File: src/rtl/alu_pkg.sv
// alu_pkg: ALU opcodes, flag bit indices, scheduler sizing constants and FSM state encoding.
package alu_pkg;
  localparam int DATA_W = 32;
  localparam int CTRL_W = 6;
  localparam int NUM_OPS = 24;
  localparam logic [CTRL_W-1:0] IDLE_OP = 6'd63;
  localparam logic [CTRL_W-1:0] OP_ADD = 6'd0, OP_SUB = 6'd1, OP_AND = 6'd2, OP_OR = 6'd3,
    OP_XOR = 6'd4, OP_NOT = 6'd5, OP_SHL = 6'd6, OP_SHR = 6'd7, OP_SAR = 6'd8, OP_ROL = 6'd9,
    OP_ROR = 6'd10, OP_RCL = 6'd11, OP_RCR = 6'd12, OP_ADC = 6'd13, OP_SBB = 6'd14,
    OP_INC = 6'd15, OP_DEC = 6'd16, OP_NEG = 6'd17, OP_CMP = 6'd18, OP_TST = 6'd19,
    OP_ADD_B = 6'd20, OP_SUB_B = 6'd21, OP_RCL_B = 6'd22, OP_RCR_B = 6'd23;
  localparam int FLG_N = 0, FLG_C = 1, FLG_Z = 2, FLG_V = 3;
  typedef enum logic [1:0] {ST_IDLE, ST_EXEC, ST_CAPT, ST_RESP} sched_state_t;
endpackage

File: src/rtl/alu_rr_arbiter.sv
// alu_rr_arbiter: 2-way round-robin grant for the ALU scheduler.
// With ALU_SCHED_PRIO_EN defined it becomes fixed priority (req0 wins) and no pointer is built.
module alu_rr_arbiter (
  input  logic       clk,
  input  logic       rst,
  input  logic       en,
  input  logic [1:0] valid,
  output logic [1:0] grant
);
`ifdef ALU_SCHED_PRIO_EN
  logic unused_clk_rst;
  assign unused_clk_rst = clk ^ rst;
  assign grant = !en ? 2'b00 : valid[0] ? 2'b01 : valid;
`else
  logic last;
  assign grant = !en ? 2'b00 : &valid ? (last ? 2'b01 : 2'b10) : valid;
  // a grant is always taken in the same cycle, so any grant is an accept
  always_ff @(posedge clk or posedge rst)
    if (rst) last <= 1'b1;
    else if (|grant) last <= grant[1];
`endif
endmodule

File: src/rtl/alu_op_scheduler.sv
// alu_op_scheduler: shares one registered-latency ALU between two requesters with a
// valid/ready response register; ALU_SCHED_PRIO_EN selects fixed priority arbitration.
module alu_op_scheduler
  import alu_pkg::*;
(
  input  logic                alu_clk,
  input  logic                alu_rst,
  input  logic [1:0]          req_valid,
  output logic [1:0]          req_ready,
  input  logic [2*CTRL_W-1:0] req_op,
  input  logic [2*DATA_W-1:0] req_a,
  input  logic [2*DATA_W-1:0] req_b,
  output logic                rsp_valid,
  input  logic                rsp_ready,
  output logic                rsp_id,
  output logic [DATA_W-1:0]   rsp_data,
  output logic [3:0]          rsp_flags,
  output logic                rsp_err,
  output logic [CTRL_W-1:0]   alu_ctrl,
  output logic [DATA_W-1:0]   alu_in_1,
  output logic [DATA_W-1:0]   alu_in_2,
  input  logic [DATA_W-1:0]   alu_rslt,
  input  logic [3:0]          alu_checks
);
  sched_state_t state, state_nxt;
  logic idle, acc, win, legal;
  logic [CTRL_W-1:0] op_w;
  logic [DATA_W-1:0] a_w, b_w;
  assign idle = state == ST_IDLE && !alu_rst;
  alu_rr_arbiter u_arb (.clk(alu_clk), .rst(alu_rst), .en(idle), .valid(req_valid), .grant(req_ready));
  assign acc = |req_ready;
  assign win = req_ready[1];
  assign op_w = win ? req_op[2*CTRL_W-1:CTRL_W] : req_op[CTRL_W-1:0];
  assign a_w = win ? req_a[2*DATA_W-1:DATA_W] : req_a[DATA_W-1:0];
  assign b_w = win ? req_b[2*DATA_W-1:DATA_W] : req_b[DATA_W-1:0];
  assign legal = op_w < CTRL_W'(NUM_OPS);
  always_ff @(posedge alu_clk or posedge alu_rst)
    if (alu_rst) state <= ST_IDLE;
    else state <= state_nxt;
  always_comb begin
    state_nxt = state == ST_IDLE ? (acc ? (legal ? ST_EXEC : ST_RESP) : ST_IDLE) :
                state == ST_EXEC ? ST_CAPT :
                state == ST_CAPT ? ST_RESP :
                rsp_ready ? ST_IDLE : ST_RESP;
  end
  // illegal opcodes answer straight from IDLE and never touch the ALU inputs
  always_ff @(posedge alu_clk or posedge alu_rst)
    if (alu_rst) begin
      rsp_valid <= 1'b0;
      rsp_id <= 1'b0;
      rsp_data <= '0;
      rsp_flags <= '0;
      rsp_err <= 1'b0;
      alu_ctrl <= IDLE_OP;
      alu_in_1 <= '0;
      alu_in_2 <= '0;
    end else if (acc) begin
      rsp_id <= win;
      if (legal) begin
        alu_ctrl <= op_w;
        alu_in_1 <= a_w;
        alu_in_2 <= b_w;
      end else begin
        rsp_data <= '0;
        rsp_flags <= '0;
        rsp_err <= 1'b1;
        rsp_valid <= 1'b1;
      end
    end else if (state == ST_CAPT) begin
      rsp_data <= alu_rslt;
      rsp_flags <= alu_checks;
      rsp_err <= 1'b0;
      rsp_valid <= 1'b1;
    end else if (state == ST_RESP && rsp_ready) begin
      rsp_valid <= 1'b0;
      alu_ctrl <= IDLE_OP;
    end
endmodule

File: config.mk
export PLATFORM = sky130hd
export DESIGN_NAME = alu_op_scheduler
export DESIGN_NICKNAME = d
export VERILOG_FILES = /design/src/rtl/alu_pkg.sv /design/src/rtl/alu_rr_arbiter.sv /design/src/rtl/alu_op_scheduler.sv
export SDC_FILE = /design/constraint.sdc
export NUM_CORES = 1
export LEC_CHECK = 0
export ABC_AREA = 1
export CORE_UTILIZATION = 42
export DETAILED_ROUTE_END_ITERATION = 6
export PLACE_DENSITY = 0.87
export SKIP_LAST_GASP = 1
export SLEW_MARGIN = 15
export SYNTH_ARGS = -nofsm -noshare
export SYNTH_HDL_FRONTEND = slang
export SYNTH_HIERARCHICAL = 1
export SYNTH_SLANG_ARGS = --single-unit
File: constraint.sdc
create_clock -name alu_clk -period 7.1 [get_ports alu_clk]
set_input_delay 1.42 -clock alu_clk [delete_from_list [all_inputs] [get_ports alu_clk]]
set_output_delay 1.42 -clock alu_clk [all_outputs]
set_load 0.01 [all_outputs]
### After elaboration in Yosys (flattened, before gate mapping)

Cells that the tools add are included.

| word-level totals | value |
|---|---|
| memories | 0 |
| output and inout port bits | 111 |
| bits in latches | 0 |
| bits in read-only memories | 0 |
| input bits | 181 |
| RAM bits | 0 |
| logic and storage cells | 58 |
| register bits | 112 |

| cells by class | value |
|---|---|
| equal/unequal tests | 6 |
| divide/modulo/power cells | 0 |
| reduce and logical (&&, ||, !) cells | 13 |
| add/subtract/negate cells | 0 |
| bitwise logic cells | 0 |
| $lt $le $gt $ge | 1 |
| shifts and indexed selects | 0 |
| multiply operators | 0 |
| muxes and demuxes | 28 |

Operators by type and width:

| operator | number |
|---|---|
| $mux 32 | 5 |
| $mux 6 | 5 |
| $mux 2 | 9 |
| $mux 4 | 3 |
| $reduce_and 2->1 | 4 |
| $lt 6x5->1 const B | 1 |
| $mux 1 | 6 |
| $eq 2x2->1 const B | 2 |
| $ne 2x2->1 const B | 2 |
| $reduce_bool 2->1 | 2 |
| $reduce_and 3->1 | 1 |
| $reduce_bool 3->1 | 1 |
| $eq 2x1->1 const B | 1 |
| $logic_and 1x1->1 | 2 |
| $logic_not 2->1 | 1 |
| $ne 2x1->1 const B | 1 |
| $reduce_or 2->1 | 1 |
| $logic_not 1->1 | 1 |

### Depth between registers and ports, before layout

Gate-level depths: netlist (run 1).

| depth | value |
|---|---|
| depth after elaboration | 8 |
| gate-level depth with buffers | 18 |
| gate-level depth less buffers | 13 |

### Cells and area by module

Netlist (run 1), hierarchy kept.

By module, submodules not included:

| module | cells each | sequential area each (µm²) | area an instance (µm²) | instances |
|---|---|---|---|---|
| alu_op_scheduler | 522 | 2,785.2 | 5,146.2 | 1 |
| alu_rr_arbiter | 12 | 26.3 | 68.8 | 1 |

### Worst setup path before layout (run 1)

OpenSTA, ideal clock, no wires.

| timing path | value |
|---|---|
| kind | in2out |
| start point | in alu_rst |
| end point | out req_ready[0] |
| stages on the path | 3 |
| data arrival time | 2.017 ns |
| required time | 5.680 ns |
| path buffers | 0 |
| path slack | 3.663 ns |
| cell sequence | nor3_1 -> nand2_1 -> a21oi_1 |

| between the ends | value |
|---|---|
| longest elaborated chain between the ends | 3 |

RTL lines:

| what | line | source |
|---|---|---|
| from (decl) | alu_op_scheduler.sv:7 | `input logic alu_rst,` |
| $logic_not 1->1 (no line) | - |  |
| $logic_and 1x1->1 | alu_op_scheduler.sv:29 | `assign idle = state == ST_IDLE && !alu_rst;` |
| $mux 2 | alu_rr_arbiter.sv:16 | `assign grant = !en ? 2'b00 : &valid ? (last ? 2'b01 : 2'b10) : valid;` |
| to (decl) | alu_op_scheduler.sv:9 | `output logic [1:0] req_ready,` |

Every way passes these cells.

### Worst setup path in the final report (run 1)

| timing path | value |
|---|---|
| start point | in alu_rst |
| end point | out req_ready[1] |

| between the ends | value |
|---|---|
| longest elaborated chain between the ends | 3 |

RTL lines:

| what | line | source |
|---|---|---|
| $logic_not 1->1 (no line) | - |  |
| $logic_and 1x1->1 | alu_op_scheduler.sv:29 |  |
| net idle | alu_op_scheduler.sv:26 | `logic idle, acc, win, legal;` |
| $mux 2 | alu_rr_arbiter.sv:16 |  |

The timed path passes the listed nets, and every way through them passes these cells.

==> results.cfg, run 1 <==
[setup_path]
crit_path_max_fanout = 15
cp-end-kind = primary output
critPathRequiredTime_ns = 5.68
startpoint_type = input pin
cp.arrival_ns = 3.16
critical_path_class = input pin to primary output

[cts]
clk_pin_slew_ns = 0.08
postCtsSetupRepairBufs = 0
cts_resized = 0
numCtsBuffers = 9
clk_latency_ns = 0.33
root_buffer = clkbuf_16
tritoncts = built
cts_hold_buf = 0
cts-htree-levels = 3
cts_sinks = 112
clock_path_buffers = 2

[finish]
syn_to_final_growth_pct = 60.6
mostFrequentLayoutCell = clkdlybuf4s50_1
drive_gt1_share_pct = 5.49
final_cell_mix = 291 x clkdlybuf4s50_1, 140 x nand2_1, 105 x dfrtp_1
diodes = 0
final_cells = 970
postLayoutCellArea_sq_mm = 0.00837
finalNetCount = 979

[global_route]
grt_max_degree = 137
grt_pass1_wl_mm = 24.1
grt_pass1_vias = 4982
grt_overflow_total = 0
antenna_found_initial = 0
grt_use_total_pct = 23.8

[synthesis]
synth-simple-area-share_pct = 21.1
synthAdderAreaFrac_pct = 0
synth_compound_area_share_pct = 6.72
synth_top_family_by_area = simple AND/OR/NAND/NOR gates
syn_avg_cell_area_sq_um = 9.77
ys_warn_count = 6
ys_ff_latch = 112
synth-xor-area-share_pct = 0
syn-cell-area_sq_mm = 0.00522
synthMuxAreaShare_pct = 12.3
syn_nets = 715
synth_seq_area_share_pct = 53.9
synthCells = 534
ys_types = 25

[detailed_routing]
firstDrtPassIters = 5
top_layer_used = met4
drc = 0
via_count = 4978
viasPerCell = 5.13
wl_met3_mm = 1.21
wirelength_mm = 15.6
wl_met2_mm = 8.11
drtIter0Drc = 378
routedWlPerCell_um = 16.0
drt-met1-wl_mm = 5.74
drtAntennaViolNets = 0

[timing]
tightest_slew_ns = 1.12
clock_skew_ns = 0.00888
period_share_pct = 64.5
slew_headroom_pct = 25.5
fmax_mhz = 218
final-max-slew-violation-count = 0
fin_crit_ns = 4.58
timing.hold.ws_ns = 0.487
rsz0062_at_grt = false
hold_violations = 0
setup_violations = 0
tns_ns = 0

[power]
power.density_mw_per_mm2 = 359
p_leak_nw = 3.57
peakVddDrop_v = 0.000176

[floorplanning]
die_y_um = 113
coreArea_sq_mm = 0.0121
rows = 40
start_util_pct = 43.2
io_pins = 292
die_w_um = 113
dieArea_sq_mm = 0.0129

[placement]
port_buffers = 291
gp_congestion = 0.830
place_area_sq_mm = 0.00810
dp_hpwl_mm = 11.7
placedCellCount = 955

[status]
status = complete, no violations

[flow_run]
maxCapViolations = 0

[hold_path]
min_path_type = flop to flop
## final cells by class
cell class / count / area [sq um]
fillers: 912 / 3690
repair buffers: 294 / 2940
flip-flops and latches: 112 / 2810
multi-input cells: 368 / 2100
clock buffers: 10 / 229
well taps: 168 / 210
inverters: 13 / 55.1
clock inverters: 5 / 33.8
## where the power goes
part | internal, mW | switching [mW]
Combinational | 0.757 | 0.678
Sequential | 0.941 | 0.170
Clock | 0.237 | 0.226
Total | 1.94 | 1.07
## worst max-delay path, cell delays in order
cell and delay, ns:
clkdlybuf4s50_1 0.48, nor3_1 0.24, nand2_1 0.08, inv_1 0.06, nand2_1 0.07, clkinv_2 0.22, clkdlybuf4s50_1 0.59
## final timing paths
kind	cells after the start	to	start	slack, ns
setup / recovery	7	req_ready[1]	alu_rst	2.52
hold / removal	2	rsp_id$_DFFE_PP0N_	rsp_id$_DFFE_PP0N_	0.49
setup reg to reg	11	rsp_data[1]$_DFFE_PP0P_	state[1]$_DFF_PP0_	3.78
hold reg to reg	2	rsp_id$_DFFE_PP0N_	rsp_id$_DFFE_PP0N_	0.49
max in group asynchronous	3	alu_in_2[10]$_DFFE_PP0P_	alu_rst	4.27
min in group asynchronous	2	u_arb/last$_DFFE_PP1P_	alu_rst	1.50
## Yosys cell counts
master    count  area (sq um)
nor2_4        1          11.3
nand4_1      36           225
nand3_2       9          90.1
inv_2         2          7.51
nand2_2       3          18.8
buf_6         8          90.1
nor3_1        1          5.00
nand3_1      39           195
mux2i_1      64           641
nand2_4       1          11.3
buf_2        12          60.1
buf_12        1          20.0
o21ai_1      35           175
dfstp_2       7           184
inv_1        10          37.5
inv_4         1          6.26
o21ai_0      30           150
nor2_2        1          6.26
dfrtp_1     105          2630
buf_4         4          30.0
nand2_1     140           526
clkbuf_2      1          5.00
a21oi_1       5          25.0
clkbuf_1     15          56.3
nor2_1        3          11.3
## cells by family (layout without fill, tap and decap cells)
logic type | count (synthesis) | after routing
compound gates | 70 | 70
buf+inv | 54 | 322
flops | 112 | 112
mux | 64 | 64
simple gates | 234 | 234
## metrics by stage
| step | utilization [%] | power (mW) | worst slack (ns) |
|---|---|---|---|
| final | 69.4 | 3.01 | 2.52 |
| after global placement | 67.2 | 2.50 | 2.41 |
| after floorplan | - | 1.75 | 2.76 |
| after global routing | 69.4 | 3.20 | 2.38 |
| after detailed placement | 67.2 | 2.56 | 2.25 |
| after CTS | 69.4 | 3.03 | 2.53 |
## per-layer routing
metal | global-route usage (%) | vias to the layer above
met1 | 26.8 | 2350
met5 | 0 | -
met4 | 9.74 | 0
li1 | - | 2353
met3 | 6.06 | 40
met2 | 42.9 | 235
## state kept, by name, indices dropped and copies added, names as in the netlist, 2 cells and up
name,count
alu_in_1,32
rsp_flags,4
state,2
alu_ctrl,6
alu_in_2,32
rsp_data,32
(Power assumes the default switching activity.)
==> run 2, diff against run 1 <==
--- a/config.mk
+++ b/config.mk
@@ -6,9 +6,9 @@
 export NUM_CORES = 1
 export LEC_CHECK = 0
 export ABC_AREA = 1
-export CORE_UTILIZATION = 42
+export CORE_UTILIZATION = 35
 export DETAILED_ROUTE_END_ITERATION = 6
-export PLACE_DENSITY = 0.87
+export PLACE_DENSITY = 0.77
 export SKIP_LAST_GASP = 1
 export SLEW_MARGIN = 15
 export SYNTH_ARGS = -nofsm -noshare
==> constraint.sdc (replaced) <==
create_clock -name alu_clk -period 4.1 [get_ports alu_clk]
set_input_delay 0.82 -clock alu_clk [delete_from_list [all_inputs] [get_ports alu_clk]]
set_output_delay 0.82 -clock alu_clk [all_outputs]
set_load 0.01 [all_outputs]
==> results.cfg, run 2 (synthesis gave the netlist of run 1 again) <==
[cts]
clk_pin_slew_ns = 0.07
postCtsSetupRepairBufs = 0
root_buffer = clkbuf_16
clk_latency_ns = 0.34
clock_path_buffers = 2
cts_sinks = 112
cts_hold_buf = 0
cts-htree-levels = 3
tritoncts = built
cts_resized = 0
numCtsBuffers = 9

[setup_path]
r2r-end = rsp_data[21]$_DFFE_PP0P_
crit_path_max_fanout = 3
cp_slowest_stage_delay_ns = 0.60
slowest_stage = clkdlybuf4s50_1
reg2reg_from = state[0]$_DFF_PP0_
startpoint_type = input pin
critical_path_class = input pin to primary output
critPathRequiredTime_ns = 3.28
cp.arrival_ns = 2.56
crit_top_cell = clkdlybuf4s50_1
cp-end-kind = primary output
crit_chain = clkdlybuf4s50_1 > nor3_1 > nand2_1 > a21oi_1 > clkdlybuf4s50_1
reg2reg_slack_ns = 1.75
rr_worst_depth = 9

[detailed_routing]
wl_met2_mm = 7.63
wirelength_mm = 15.4
top_layer_used = met4
wl_met3_mm = 1.33
drtIter0Drc = 243
viasPerCell = 4.85
drt-met1-wl_mm = 6.20
drc = 0
firstDrtPassIters = 4
via_count = 4808
drtAntennaViolNets = 0
routedWlPerCell_um = 15.5

[placement]
placedCellCount = 976
dp_hpwl_mm = 11.3
pre_cts_slack_ns = 0.754
gp_congestion = 0.806
place_area_sq_mm = 0.00820
port_buffers = 291

[power]
p_total_mw = 5.29
power.density_mw_per_mm2 = 622
peakVddDrop_v = 0.000305
p_leak_nw = 3.63

[floorplanning]
die_y_um = 124
dieArea_sq_mm = 0.0154
die_w_um = 124
coreArea_sq_mm = 0.0145
rows = 44
io_pins = 292
start_util_pct = 35.9

[timing]
fmax_mhz = 296
period_share_pct = 82.4
tightest_slew_ns = 0.738
slew_headroom_pct = 50.7
hold_violations = 0
final-max-slew-violation-count = 0
rsz0062_at_grt = false
timing.hold.ws_ns = 0.476
setup_violations = 0
clock_skew_ns = 0.00975
setup_ws_ns = 0.722
tns_ns = 0
fin_crit_ns = 3.38

[finish]
final_cells = 992
drive_gt1_share_pct = 6.19
finalNetCount = 984
diodes = 0
reg.largest.list = alu_in_1 (32), alu_in_2 (32), rsp_data (32)
final_cell_mix = 291 x clkdlybuf4s50_1, 140 x nand2_1, 105 x dfrtp_1
post-route-util_pct = 58.5
num-fill-cells = 1277
mostFrequentLayoutCell = clkdlybuf4s50_1
postLayoutCellArea_sq_mm = 0.00851
syn_to_final_growth_pct = 63.1

[hold_path]
min_path_type = flop to flop
worstHoldEndpoint = rsp_id$_DFFE_PP0N_
hold_start = rsp_id$_DFFE_PP0N_
whs_path_depth = 2

[global_route]
grt_pass1_wl_mm = 23.2
grt_overflow_total = 0
antenna_found_initial = 0
grt_use_total_pct = 19.7
grt_pass1_vias = 4574
grt_max_degree = 71

[status]
status = complete, no violations

[flow_run]
maxCapViolations = 0
## run 2: cell types whose count changed in the layout (fill, tap and decap cells not counted), moves of 2 or more
| cell | delta |
|---|---|
| buf_4 | +2 |
| clkinv_2 | -2 |
| clkinvlp_4 | -2 |
| clkbuf_8 | +2 |
| clkinv_4 | +2 |
| buf_12 | +3 |
## run 2: worst max-delay path by stage
stage	startpoint	endpoint	slack [ns]	cells after the start
after floorplan	alu_rst	alu_in_1[0]$_DFFE_PP0P_	0.36	1
after global placement	alu_rst	req_ready[0]	0.84	5
after detailed placement	alu_rst	req_ready[0]	0.75	5
after CTS	alu_rst	req_ready[0]	0.74	5
after global routing	alu_rst	req_ready[0]	0.64	5
final	alu_rst	req_ready[0]	0.72	5
## run 2: metal layers
layer / global-route usage [%] / vias to the layer above
li1: - / 2363
met1: 24.1 / 2229
met2: 32.8 / 201
met3: 5.86 / 15
met4: 7.29 / 0
met5: 0 / -
## run 2: final cells by class
cell class / instances / area, sq um / area share [%]
clock buffers: 12 / 256 / 3.01
clock inverters: 4 / 52.6 / 0.618
inverters: 13 / 56.3 / 0.662
multi-input cells: 368 / 2090 / 24.6
flip-flops and latches: 112 / 2810 / 33.0
well taps: 184 / 230 / 2.71
repair buffers: 299 / 3010 / 35.4
## run 2: power by group
group          leakage [nW]  internal [mW]  total, mW  switching, mW
Clock                 0.153          0.510      0.907          0.398
Sequential             1.39           1.63       1.92          0.289
Combinational          2.09           1.33       2.47           1.14
Total                  3.63           3.46       5.29           1.83
## run 2: critical path, delay by kind of cell
family	cells	cell delay (ns)
AOI/OAI and AO/OA	1	0.28
buffers and inverters	2	1.07
and+or+nand+nor	2	0.38
